## src/rtl/rijndael_shiftrows_stage_pkg.sv

```systemverilog
// Shared Rijndael ShiftRows helpers: row offsets, byte placement and the legal-NB check.
package aes_pkg;

    localparam int unsigned ROWS = 4;

    // Bit n set means NB = n is a supported Rijndael block width.
    localparam int unsigned NB_LEGAL_MASK = (1 << 4) | (1 << 6) | (1 << 8);

    typedef enum logic [1:0] {
        OCC_EMPTY = 2'd0,
        OCC_ONE   = 2'd1,
        OCC_TWO   = 2'd2
    } occ_e;

    function automatic bit nb_legal(input int unsigned nb);
        return (nb <= 8) && (((NB_LEGAL_MASK >> nb) & 1) != 0);
    endfunction

    // Rows 2 and 3 shift one extra column for the 256-bit block.
    function automatic int unsigned shift_offset(input int unsigned nb, input int unsigned row);
        if ((nb == 8) && (row >= 2)) begin
            return row + 1;
        end
        return row;
    endfunction

    // Byte 0 sits in the MSBs; bytes are laid out column-major.
    function automatic int unsigned byte_lsb(input int unsigned nb, input int unsigned r,
                                             input int unsigned c);
        return 32 * nb - 8 - 8 * (ROWS * c + r);
    endfunction

endpackage

```

## src/rtl/rijndael_shiftrows_stage_if.sv

```systemverilog
// Stream bundle for the ShiftRows stage: input beat, output beat and flush.
interface rijndael_shiftrows_stage_if #(
    parameter int unsigned NB    = 4,
    parameter int unsigned TAG_W = 4
) ();

    logic                flush;
    logic                in_valid;
    logic                in_ready;
    logic                in_inverse;
    logic [32*NB-1:0]    in_state;
    logic [TAG_W-1:0]    in_tag;
    logic                out_valid;
    logic                out_ready;
    logic [32*NB-1:0]    out_state;
    logic [TAG_W-1:0]    out_tag;

    modport master (
        output flush, in_valid, in_inverse, in_state, in_tag, out_ready,
        input  in_ready, out_valid, out_state, out_tag
    );

    modport slave (
        input  flush, in_valid, in_inverse, in_state, in_tag, out_ready,
        output in_ready, out_valid, out_state, out_tag
    );

endinterface

```

## src/rtl/rijndael_shiftrows_stage_perm.sv

```systemverilog
// Combinational ShiftRows / InvShiftRows for Nb = 4, 6 or 8 columns.
module rijndael_shiftrows_perm
    import aes_pkg::*;
#(
    parameter int unsigned NB = 4
) (
    input  logic [32*NB-1:0] state_i,
    input  logic             inverse_i,
    output logic [32*NB-1:0] state_o
);

    always_comb begin
        state_o = '0;
        for (int unsigned c = 0; c < NB; c++) begin
            for (int unsigned r = 0; r < ROWS; r++) begin
                if (inverse_i) begin
                    state_o[byte_lsb(NB, r, c) +: 8] =
                        state_i[byte_lsb(NB, r, (c + NB - shift_offset(NB, r)) % NB) +: 8];
                end else begin
                    state_o[byte_lsb(NB, r, c) +: 8] =
                        state_i[byte_lsb(NB, r, (c + shift_offset(NB, r)) % NB) +: 8];
                end
            end
        end
    end

endmodule

```

## src/rtl/rijndael_shiftrows_stage.sv

```systemverilog
// Registered ShiftRows stage with a two-entry elastic output (main + skid register).
module rijndael_shiftrows_stage
    import aes_pkg::*;
#(
    parameter int unsigned NB    = 4,
    parameter int unsigned TAG_W = 4
) (
    input logic                    clk,
    input logic                    rst_n,
    rijndael_shiftrows_stage_if.slave bus
);

    if (!nb_legal(NB)) begin : g_bad_nb
        $error("rijndael_shiftrows_stage: NB must be 4, 6 or 8");
    end
    if (TAG_W < 1) begin : g_bad_tag
        $error("rijndael_shiftrows_stage: TAG_W must be at least 1");
    end

    logic [32*NB-1:0] perm_state;

    occ_e             occ_q, occ_d;
    logic [32*NB-1:0] main_state_q, main_state_d;
    logic [TAG_W-1:0] main_tag_q, main_tag_d;
    logic [32*NB-1:0] skid_state_q, skid_state_d;
    logic [TAG_W-1:0] skid_tag_q, skid_tag_d;
    logic             in_ready_q, in_ready_d;
    logic             out_valid_q, out_valid_d;

    logic in_acc;
    logic out_acc;

    rijndael_shiftrows_perm #(
        .NB(NB)
    ) u_perm (
        .state_i  (bus.in_state),
        .inverse_i(bus.in_inverse),
        .state_o  (perm_state)
    );

    assign in_acc  = bus.in_valid && in_ready_q;
    assign out_acc = out_valid_q && bus.out_ready;

    always_comb begin
        occ_d        = occ_q;
        main_state_d = main_state_q;
        main_tag_d   = main_tag_q;
        skid_state_d = skid_state_q;
        skid_tag_d   = skid_tag_q;
        if (bus.flush) begin
            occ_d        = OCC_EMPTY;
            main_state_d = '0;
            main_tag_d   = '0;
            skid_state_d = '0;
            skid_tag_d   = '0;
        end else begin
            case (occ_q)
                OCC_EMPTY: begin
                    if (in_acc) begin
                        main_state_d = perm_state;
                        main_tag_d   = bus.in_tag;
                        occ_d        = OCC_ONE;
                    end
                end
                OCC_ONE: begin
                    if (in_acc && out_acc) begin
                        main_state_d = perm_state;
                        main_tag_d   = bus.in_tag;
                    end else if (in_acc) begin
                        skid_state_d = perm_state;
                        skid_tag_d   = bus.in_tag;
                        occ_d        = OCC_TWO;
                    end else if (out_acc) begin
                        occ_d = OCC_EMPTY;
                    end
                end
                OCC_TWO: begin
                    // in_ready is low here, so only the drain path can move.
                    if (out_acc) begin
                        main_state_d = skid_state_q;
                        main_tag_d   = skid_tag_q;
                        occ_d        = OCC_ONE;
                    end
                end
                default: occ_d = OCC_EMPTY;
            endcase
        end
        in_ready_d  = (occ_d != OCC_TWO);
        out_valid_d = (occ_d != OCC_EMPTY);
    end

    always_ff @(posedge clk or negedge rst_n) begin
        if (!rst_n) begin
            occ_q        <= OCC_EMPTY;
            main_state_q <= '0;
            main_tag_q   <= '0;
            skid_state_q <= '0;
            skid_tag_q   <= '0;
            in_ready_q   <= 1'b1;
            out_valid_q  <= 1'b0;
        end else begin
            occ_q        <= occ_d;
            main_state_q <= main_state_d;
            main_tag_q   <= main_tag_d;
            skid_state_q <= skid_state_d;
            skid_tag_q   <= skid_tag_d;
            in_ready_q   <= in_ready_d;
            out_valid_q  <= out_valid_d;
        end
    end

    assign bus.in_ready  = in_ready_q;
    assign bus.out_valid = out_valid_q;
    assign bus.out_state = main_state_q;
    assign bus.out_tag   = main_tag_q;

endmodule

```

## src/flat_wrapper.sv

```systemverilog
// flat-port wrapper written by rule: the top's interface ports become plain ports
module rijndael_shiftrows_stage_flat import aes_pkg::*;
#(
    parameter int unsigned NB    = 4,
    parameter int unsigned TAG_W = 4
)
  (clk, rst_n, bus_flush, bus_in_valid, bus_in_inverse, bus_in_state, bus_in_tag, bus_out_ready, bus_in_ready, bus_out_valid, bus_out_state, bus_out_tag);
  rijndael_shiftrows_stage_if #(.NB(NB), .TAG_W(TAG_W)) bus_i ();
  input logic clk;
  input logic rst_n;
  input wire logic [$bits(bus_i.flush)-1:0] bus_flush;
  input wire logic [$bits(bus_i.in_valid)-1:0] bus_in_valid;
  input wire logic [$bits(bus_i.in_inverse)-1:0] bus_in_inverse;
  input wire logic [$bits(bus_i.in_state)-1:0] bus_in_state;
  input wire logic [$bits(bus_i.in_tag)-1:0] bus_in_tag;
  input wire logic [$bits(bus_i.out_ready)-1:0] bus_out_ready;
  output wire logic [$bits(bus_i.in_ready)-1:0] bus_in_ready;
  output wire logic [$bits(bus_i.out_valid)-1:0] bus_out_valid;
  output wire logic [$bits(bus_i.out_state)-1:0] bus_out_state;
  output wire logic [$bits(bus_i.out_tag)-1:0] bus_out_tag;
  assign bus_i.flush = bus_flush;
  assign bus_i.in_valid = bus_in_valid;
  assign bus_i.in_inverse = bus_in_inverse;
  assign bus_i.in_state = bus_in_state;
  assign bus_i.in_tag = bus_in_tag;
  assign bus_i.out_ready = bus_out_ready;
  assign bus_in_ready = bus_i.in_ready;
  assign bus_out_valid = bus_i.out_valid;
  assign bus_out_state = bus_i.out_state;
  assign bus_out_tag = bus_i.out_tag;
  rijndael_shiftrows_stage #(.NB(NB), .TAG_W(TAG_W)) u_core (.clk(clk), .rst_n(rst_n), .bus(bus_i));
endmodule
```

## config.mk

```make
export PLATFORM = sky130hd
export DESIGN_NAME = rijndael_shiftrows_stage_flat
export DESIGN_NICKNAME = d
export VERILOG_FILES = /design/src/rtl/rijndael_shiftrows_stage_pkg.sv /design/src/rtl/rijndael_shiftrows_stage_if.sv /design/src/rtl/rijndael_shiftrows_stage_perm.sv /design/src/rtl/rijndael_shiftrows_stage.sv /design/src/flat_wrapper.sv
export SDC_FILE = /design/constraint.sdc
export NUM_CORES = 1
export LEC_CHECK = 0
export ABC_AREA = 1
export BUFFER_PORTS_ARGS = -buffer_cell sky130_fd_sc_hd__buf_2
export CORE_MARGIN = 3
export CORE_UTILIZATION = 42
export DETAILED_ROUTE_END_ITERATION = 8
export PLACE_DENSITY_LB_ADDON = 0.08
export SETUP_SLACK_MARGIN = 0.2
export SLEW_MARGIN = 10
export SYNTH_ARGS = -nofsm -noshare
export SYNTH_HDL_FRONTEND = slang
export SYNTH_HIERARCHICAL = 1
export SYNTH_SLANG_ARGS = --single-unit
export TNS_END_PERCENT = 20
```

## constraint.sdc

```tcl
create_clock -name clk -period 1.87 [get_ports clk]
set_input_delay 0.187 -clock clk [delete_from_list [all_inputs] [get_ports clk]]
set_output_delay 0.187 -clock clk [all_outputs]
set_load 0.03 [all_outputs]
```

==> impl_metrics.tcl <==
set metrics [dict create \
    final_area_um2 18440 \
    power_mw 18.96 \
    final-setup-viol-count 0 \
    ant_nets 0 \
    grt_pass1_vias 13610 \
    seq_area_frac_synth_pct 47.51 \
    start_util_pct 42.95 \
    dp.cells 2438 \
    port_buffers 271 \
    clockBufferDepth 3 \
    grt_overflow_total 0 \
    ir_worst_vdd_mv 0.7521 \
    crit_fanout 25 \
    drtPass1Iterations 5 \
    synth.avg_cell_area_um2 7.387 \
    synth_compound_area_share_pct 4.813 \
    rows 66 \
    path_cells "buf_4 > nor3_4 > buf_6 > nand2_8 > buf_8 > nand3_1 > nand2_1" \
    utilization_pct 56.11 \
    synthSimpleGateAreaFrac_pct 38.62 \
    grt_max_degree 128 \
    total_leakage_power_nw 10.05 \
    cp.arrival_ps 2150 \
    cts_root_buf "clkbuf_16" \
    routed_via_density 5.570 \
    cts_tree "done" \
    core_area_um2 32870 \
    power_density_nw_per_um2 1028 \
    r2r-start "u_core/occ_q[1]$_DFF_PN0_" \
    pre_cts_slack_ps 112.9 \
    period_needed_ps 1700 \
    synth_adder_area_share_pct 0 \
    synthesis.nets 2049 \
    synth_top_family_by_area "simple AND/OR/NAND/NOR gates" \
    routed-via-count 14710 \
    rrSetupSlack_ps 170 \
    drc 0 \
    final_cell_mix "712 x nand2_1, 531 x nand3_1, 269 x buf_2, 266 x dfrtp_1, 134 x a21oi_1" \
    fin_crit_sh_pct 90.89 \
    max-cap-violations 0 \
    final.fill_count 3135 \
    holdWs_ps 11.80 \
    muxShareOfSynthArea_pct 0 \
    slew_headroom_pct 39.84 \
    rsz0062_at_grt "yes" \
    cts.clk_slew.worst_paths_ps 60 \
    cts_sinks 268 \
    area_growth_pct 30.63 \
    startpoint_type "register" \
    cts_buffers 31 \
    syn_area_um2 14120 \
    grt_antenna_before_repair 2 \
    cp_slowest_stage_delay_ps 560 \
    worstHoldPathType "in -> reg" \
    synth_xor_area_share_pct 0 \
    die_w_um 189.3 \
    slowest_stage "dfrtp_4" \
    clock_skew_ps 7.773 \
    worst_slew_pin_slew_ps 902.4 \
    worstPathRequired_ps 2320 \
    post_drt_wl_per_cell_um 20.91 \
    fin_nets 2312 \
    clk_latency_ps 570 \
    slew_viol_final 0 \
    post_dp_cell_area_um2 15480 \
    worstSetupPathType "reg -> reg" \
    finalHoldViolations 0 \
    rr_worst_depth 7 \
    final_layout_size_suffix_gt1_share_pct 20.04 \
    tns_ps 0 \
    io_pins 272 \
    synth_seq_cells 268 \
    max_freq_mhz 588.4 \
    cp-startpoint "u_core/occ_q[1]$_DFF_PN0_" \
    synth_warnings 6 \
    routed_wl_um 55200 \
    instances_no_fill 2640 \
    cp-end-kind "register" \
    finalWeightedCongestion 0.8264 \
    grt_pass1_wl_um 78480 \
    die_area_um2 35850 \
    r2r_end "u_core/skid_state_q[103]$_DFFE_PN0P_" \
    grt.total_usage_pct 26.78 \
    layout_commonest_cell "nand2_1" \
    synth_cell_types 18 \
    dp_hpwl_um 27760 \
    worst_slack_ps 170.4 \
    dr.first_iter.drc_count 1630 \
    synth_cells 1911 \
    htree_num_levels 1 \
    status "finished clean" \
    chipHeight_um 189.3 \
    cp-endpoint "u_core/skid_state_q[103]$_DFFE_PN0P_" \
]
==> cells in the mapped netlist <==
library cell	count	area (um^2)
nand2_1	729	2736
nand3_1	532	2663
dfrtp_1	267	6681
a21oi_1	134	670.6
clkbuf_1	82	307.8
buf_4	66	495.5
buf_2	55	275.3
buf_1	24	90.09
clkbuf_8	6	82.58
inv_2	5	18.77
inv_1	2	7.510
nand2_2	2	12.51
nor2_1	2	7.510
dfstp_2	1	26.28
nor2_2	1	6.260
nor2_4	1	11.26
nor3_4	1	16.27
o21ai_2	1	8.760
==> worst min-delay path by stage <==
| stage | from | to | slack [ps] | depth (start not counted) |
|---|---|---|---|---|
| after floorplan | rst_n | u_core/bus.out_state[0]$_DFFE_PN0P_ | -110 | 0 |
| after global routing | bus_in_state[2] | u_core/skid_state_q[98]$_DFFE_PN0P_ | 40 | 5 |
| after detailed placement | rst_n | u_core/bus.out_state[26]$_DFFE_PN0P_ | 150 | 1 |
| after global placement | rst_n | u_core/skid_state_q[26]$_DFFE_PN0P_ | 150 | 1 |
| final | bus_in_state[3] | u_core/skid_state_q[35]$_DFFE_PN0P_ | 10 | 5 |
| after CTS | bus_in_state[99] | u_core/skid_state_q[3]$_DFFE_PN0P_ | 0.2 | 5 |
==> registers in the layout, indices dropped and copies added (netlist names) <==
register,count
u_core/bus.out_state,128
u_core/skid_state_q,128
u_core/bus.out_tag,4
u_core/bus.out_valid,1
u_core/bus.in_ready,1
u_core/occ_q,2
u_core/skid_tag_q,4
==> cell type report <==
cell class              count  area (um^2)  area share, %
multi-input cells        1404         6290          34.11
diodes                      2        5.005        0.02714
clock inverters            10        106.4         0.5767
repair buffers            462         3831          20.77
well taps                 442        553.0          2.999
clock buffers              45        908.4          4.926
flip-flops and latches    268         6711          36.39
inverters                   7        36.28         0.1968
==> power by group <==
part	switching [mW]	internal [mW]
logic	3.99	1.91
registers	0.425	6.48
clock network	2.54	3.61
total	6.96	12.0
==> timing repair <==
action | 4_1_cts | 5_1_grt
gates cloned | 1 | 26
gates resized for setup | 4 | 54
hold buffers | 104 | 0
pin swaps | 1 | 6
endpoints found under the setup margin | 132 | 252
endpoints found under the hold margin | 305 | 0
buffers inserted | 2 | 12
==> cell families after synthesis <==
group           count (synthesis)
simple gates                 1268
flops                         268
buf+inv                       240
compound gates                135
==> critical path, delay by kind of cell (launching register included) <==
family,cells,cell delay [ps]
AND/OR/NAND/NOR,4,450
flip-flops,1,560
buffers and inverters,3,560
==> layer usage <==
metal	part of all wire, %	GRT usage [%]	vias to the layer above	routed length, um
met1	44	40.18	7107	24540
li1	-	-	6766	-
met4	2.2	6.852	0	1226
met5	0	0	-	0
met2	45	40.72	751	24780
met3	8.4	3.962	82	4653
Note: power is estimated with default switching activity, not from simulation.
